### config.mk
export PLATFORM = sky130hd
export DESIGN_NAME = mem_port_arbiter
export DESIGN_NICKNAME = d
export VERILOG_FILES = /design/src/rtl/mem_port_arbiter.sv
export SDC_FILE = /design/constraint.sdc
export NUM_CORES = 1
export LEC_CHECK = 0
export ABC_AREA = 1
export BUFFER_PORTS_ARGS = -buffer_cell sky130_fd_sc_hd__buf_4
export CAP_MARGIN = 20
export CORE_MARGIN = 2
export CORE_UTILIZATION = 45
export DETAILED_ROUTE_END_ITERATION = 8
export PLACE_DENSITY = 0.91
export SYNTH_ARGS = -nofsm -noshare
export SYNTH_HDL_FRONTEND = slang
export SYNTH_SLANG_ARGS = --single-unit
### constraint.sdc
create_clock -name clk -period 4 [get_ports clk]
set_input_delay 0.4 -clock clk [delete_from_list [all_inputs] [get_ports clk]]
set_output_delay 0.4 -clock clk [all_outputs]
set_load 0.02 [all_outputs]
### src/rtl/mem_port_arbiter.sv
// mem_port_arbiter: two-port (fetch/data) arbiter in front of a single memory.
// Each access runs IDLE -> ACCESS -> DONE. Port 1 wins conflicts by default.
// Optional feature: define MEM_ARB_ROUND_ROBIN_EN to resolve conflicts
// round-robin instead.
module mem_port_arbiter #(
  parameter int N = 32
) (
  input  logic         clk,
  input  logic         rst,
  input  logic         req0,
  input  logic [N-1:0] addr0,
  input  logic         wr_ena0,
  input  logic [N-1:0] wr_data0,
  input  logic         req1,
  input  logic [N-1:0] addr1,
  input  logic         wr_ena1,
  input  logic [N-1:0] wr_data1,
  output logic         gnt0,
  output logic         gnt1,
  output logic         done0,
  output logic         done1,
  output logic [N-1:0] rd_data,
  output logic         busy,
  output logic [N-1:0] mem_addr,
  output logic [N-1:0] mem_wr_data,
  output logic         mem_wr_ena,
  input  logic [N-1:0] mem_rd_data
);

  typedef enum logic [1:0] {
    S_IDLE   = 2'b00,
    S_ACCESS = 2'b01,
    S_DONE   = 2'b10
  } state_t;

  state_t state, state_nxt;
  logic   win;      // latched winner index of the current transaction
  logic   win_nxt;  // winner among the requests sampled this cycle

`ifdef MEM_ARB_ROUND_ROBIN_EN
  logic   last_srv; // port served most recently

  // Remember which port entered S_ACCESS last
  always_ff @(posedge clk or posedge rst) begin
    if (rst) begin
      last_srv <= 1'b1;
    end else if (state == S_IDLE && (req0 || req1)) begin
      last_srv <= win_nxt;
    end
  end
`endif

  // Arbitration among the currently asserted requests
  always_comb begin
    win_nxt = 1'b0;
    if (req0 && req1) begin
`ifdef MEM_ARB_ROUND_ROBIN_EN
      win_nxt = ~last_srv;
`else
      win_nxt = 1'b1;
`endif
    end else begin
      win_nxt = req1;
    end
  end

  // State register
  always_ff @(posedge clk or posedge rst) begin
    if (rst) begin
      state <= S_IDLE;
    end else begin
      state <= state_nxt;
    end
  end

  // Next-state logic
  always_comb begin
    state_nxt = S_IDLE;
    case (state)
      S_IDLE:   state_nxt = (req0 || req1) ? S_ACCESS : S_IDLE;
      S_ACCESS: state_nxt = S_DONE;
      S_DONE:   state_nxt = S_IDLE;
      default:  state_nxt = S_IDLE;
    endcase
  end

  // Grant/done/busy decode from the state and the latched winner
  always_comb begin
    gnt0  = 1'b0;
    gnt1  = 1'b0;
    done0 = 1'b0;
    done1 = 1'b0;
    busy  = 1'b0;
    case (state)
      S_ACCESS: begin
        gnt0 = ~win;
        gnt1 = win;
        busy = 1'b1;
      end
      S_DONE: begin
        done0 = ~win;
        done1 = win;
        busy  = 1'b1;
      end
      default: ;
    endcase
  end

  // Memory-side registers and read data capture.
  // mem_wr_ena doubles as the "latched access is a write" flag while in
  // S_ACCESS, so the read capture keys off it directly.
  always_ff @(posedge clk or posedge rst) begin
    if (rst) begin
      mem_addr    <= '0;
      mem_wr_data <= '0;
      mem_wr_ena  <= 1'b0;
      rd_data     <= '0;
      win         <= 1'b0;
    end else begin
      case (state)
        S_IDLE: begin
          if (req0 || req1) begin
            mem_addr    <= win_nxt ? addr1 : addr0;
            mem_wr_data <= win_nxt ? wr_data1 : wr_data0;
            mem_wr_ena  <= win_nxt ? wr_ena1 : wr_ena0;
            win         <= win_nxt;
          end else begin
            mem_wr_ena  <= 1'b0;
          end
        end
        S_ACCESS: begin
          if (!mem_wr_ena) begin
            rd_data <= mem_rd_data;
          end
          mem_wr_ena <= 1'b0;
        end
        default: begin
          mem_wr_ena <= 1'b0;
        end
      endcase
    end
  end

endmodule

## Yosys cells after proc, flatten, opt, wreduce, memory -nomap -nowiden

Index checks and enable logic that the tools add are counted.

| cells by class | value |
|---|---|
| equal/unequal tests | 2 |
| bitwise logic cells | 2 |
| muxes and demuxes | 13 |
| reduce and logical (&&, ||, !) cells | 6 |

Operator list:

| kind | number |
|---|---|
| two-way mux 32 bit | 2 |
| two-way mux 1 bit | 10 |
| case mux 2 bit (2 select lines) | 1 |
| AND reduction 2 bit | 2 |
| == test 2 x 1 -> 1 bit (second input constant) | 1 |
| == test 2 bit (second input constant) | 1 |
| zero test 2 bit | 1 |
| NOT 1 bit | 2 |
| OR reduction 2 bit | 1 |
| logical AND 1 bit | 1 |
| logical OR 1 bit | 1 |

| storage, ports and cells | value |
|---|---|
| output and inout bits | 102 |
| flip-flop bits (word level) | 100 |
| logic and storage cells | 29 |

## Depth between registers and ports, before layout

| depth | value |
|---|---|
| word-level depth | 5 |
| depth in mapped cells | 8 |
| gate-level depth less buffers | 6 |

## Worst setup path before layout

Ideal clock, no wire load.

| timing | value |
|---|---|
| path type | register -> output |
| from | reg state[1] |
| to | out gnt0 |
| data arrival time | 1232 ps |
| data required time | 3600 ps |
| slack | 2368 ps |
| cell stages (with the launch flop) | 7 |
| path through | dfrtp_1 > inv_1 > ha_1 > buf_2 > buf_2 > inv_1 > nor2_1 |

| between the ends | value |
|---|---|
| longest elaborated chain between the ends | 2 |

RTL lines:

| what | RTL line | source |
|---|---|---|
| from (decl) | 36 | `state_t state, state_nxt;` |
| from (signal assigned) | 72 | `state <= state_nxt;` |
| == test 2 x 1 -> 1 bit | 94 | `case (state)` |
| two-way mux 1 bit | 94 |  |
| to (decl) | 18 | `output logic gnt0,` |

No other way between the ends.

## Worst setup path after layout

Ends and elaborated chain as after synthesis.

==> run metrics <==
synthesized flop and latch total=100; DR vias/cell=4.896; largest net degree at the start of global routing=79; post-route design area=6998 um^2; CTS H-tree lvls=3; Fin. Hold Viols=0; drt first pass iters=4; Core Area=10320 um^2; Synth top area share=52.21%; vias=5058; Reg2Reg Setup Slack=2.07 ns; Slew Limit Fails=0; Worst-path clk slew=0.11 ns; first-pass GRT wire length=22.70 mm; Yosys Warn Count=0; Lkg Pwr=4.158 nW; worst vdd ir=0.4218 mV; mean post-synth cell area=7.341 um^2; Routed WL per cell=13.76 um; vias in the first global route=4788; Area contributors post-synth=dfrtp_1, nand2_1, nand3_1, buf_2, ha_1; status=finished, final reports clean; final core utilization=67.79%; post-synthesis cell type count=10; RR Endpoint=mem_addr[24]; final WL=14.21 mm; antenna cells=0; Final Cycle Share=52.58%; endpoints failing setup=0; clk root buf=clkbuf_8; Worst EP arrival=1.70 ns; startpoint types=register; sequential area share after synthesis=52.21%; area leader, netlist=dfrtp_1; Die Height=107.2 um; DR iter-0 viols=397; PortBufs=267; post-synthesis net count=823; cts hold-fix bufs=0; unrepaired setup endpoints after global routing=no; # clock sinks=100; CTS tree=built; Placer Congestion=0.8009; placed inst area=6794 um^2; Rows=37; setup TNS=0 ns; Post-Synthesis Cells=653; clk_lat worst skew=0.35 ns; GR Overflow Total=0; post-DP HPWL=10.32 mm; fillers=878; Final #Nets=1062; Hold WC Path Type=input pin to asynchronous set/reset pin; Routed Antenna Nets=0; Post-Syn Area=4793 um^2; crit path max fanout=34; Crit Path Class=register to primary output; cts repair resizes=0; Pwr Density=738.5 nW/um^2; CP endpoint kind=primary output; share of cells above drive strength 1=32.78%; setup bufs post-CTS=0; Period minus WS final=2.103 ns; FF-to-FF Start=state[0]; initial antenna violation count=0; die area=11490 um^2; I/O pins=268; Clock Path Buffers=2; area grow syn2layout=45.99%; skew final=0.01588 ns; worst rel slew slack=33.94%; Worst Tran Pin Value=0.9895 ns; All-Layer GR Usage=24.71%; CP required=3.60 ns; f_max=475.5 MHz; Max-Cap Viols=0; Num CTS Buffers=9; R2R cell count=7; die width=107.2 um; Initial Util=46.43%; detailed-route DRC error count=0
## area by class of cell
type	instances	area (um^2)	share of cell area [%]
clock inverter	7	80.08	1.144
timing repair buffer	273	2049	29.29
tap	136	170.2	2.432
sequential	100	2502	35.76
inverter	10	40.04	0.5721
clock buffer	9	123.9	1.770
multi-input combinational	498	2032	29.04
## power by group
group	total, mW	internal (mW)	switching (mW)
Clock	0.659	0.297	0.361
Sequential	1.78	1.49	0.288
Combinational	2.73	1.07	1.65
Total	5.17	2.86	2.30
## through the flow
stage | instances | setup WS [ns] | hold slack [ns] | power, mW
finish | 1033 | 1.897 | 0.2493 | 5.168
global route | 1033 | 1.731 | 0.2516 | 5.540
CTS | 1033 | 1.875 | 0.2560 | 5.216
detailed placement | 1017 | 1.851 | 0.4598 | 4.547
global placement | 1017 | 1.905 | 0.4548 | 4.459
floorplan | 653 | 0.9812 | 0.5069 | 3.362
## logic make-up after synthesis
| kind of cell | Yosys count | share of synthesized area (%) |
|---|---|---|
| flops | 100 | 52.21 |
| buf+inv | 55 | 5.560 |
| fa+ha+maj | 4 | 1.044 |
| simple gates | 494 | 41.19 |
## state kept, by name, summed over array words and instances, names as in the netlist
register     cells
rd_data         32
mem_wr_ena       1
win              1
state            2
mem_addr        32
mem_wr_data     32
## layer usage
| metal | global-route usage (%) | vias up | routed length [um] |
|---|---|---|---|
| met1 | 31.09 | 2302 | 5516 |
| met3 | 5.957 | 38 | 1180 |
| li1 | - | 2494 | - |
| met4 | 9.740 | 0 | 446 |
| met5 | 0 | - | 0 |
| met2 | 41.00 | 224 | 7072 |
## placed cells by master (no fill, tap or decap)
cell / netlist / routed
nand2_1: 396 / 393
inv_2: 0 / 1
clkinvlp_4: 0 / 2
inv_4: 0 / 1
clkbuf_8: 0 / 9
nor2_1: 2 / 2
bufinv_16: 0 / 1
inv_6: 0 / 3
nand2_2: 0 / 3
dfrtp_1: 100 / 100
clkinv_4: 0 / 1
nand3_1: 96 / 96
ha_1: 4 / 4
buf_4: 5 / 273
inv_1: 10 / 8
## cell usage after synthesis, drive strengths merged
| master | count |
|---|---|
| nand2 | 396 |
| dfrtp | 100 |
| nand3 | 96 |
| buf | 42 |
| inv | 10 |
| ha | 4 |
| clkbuf | 3 |
| nor2 | 2 |
## critical path, cell delays in order (launching register included)
cell     delay, ns
dfrtp_1       0.39
inv_1         0.11
ha_1          0.20
buf_4         0.34
inv_1         0.08
nor2_1        0.09
buf_4         0.14
## worst max-delay path by stage
stage                   from           end  slack, ns  depth (start not counted)
finish              state[1]          gnt0       1.90                          6
floorplan                rst   mem_addr[0]       0.98                          1
detailed placement      req1   mem_addr[2]       1.85                          6
CTS                 state[1]          gnt0       1.87                          6
global placement        req1  mem_addr[28]       1.90                          6
global route        state[1]          gnt0       1.73                          6
No activity file was read; power rests on OpenSTA's default activity.
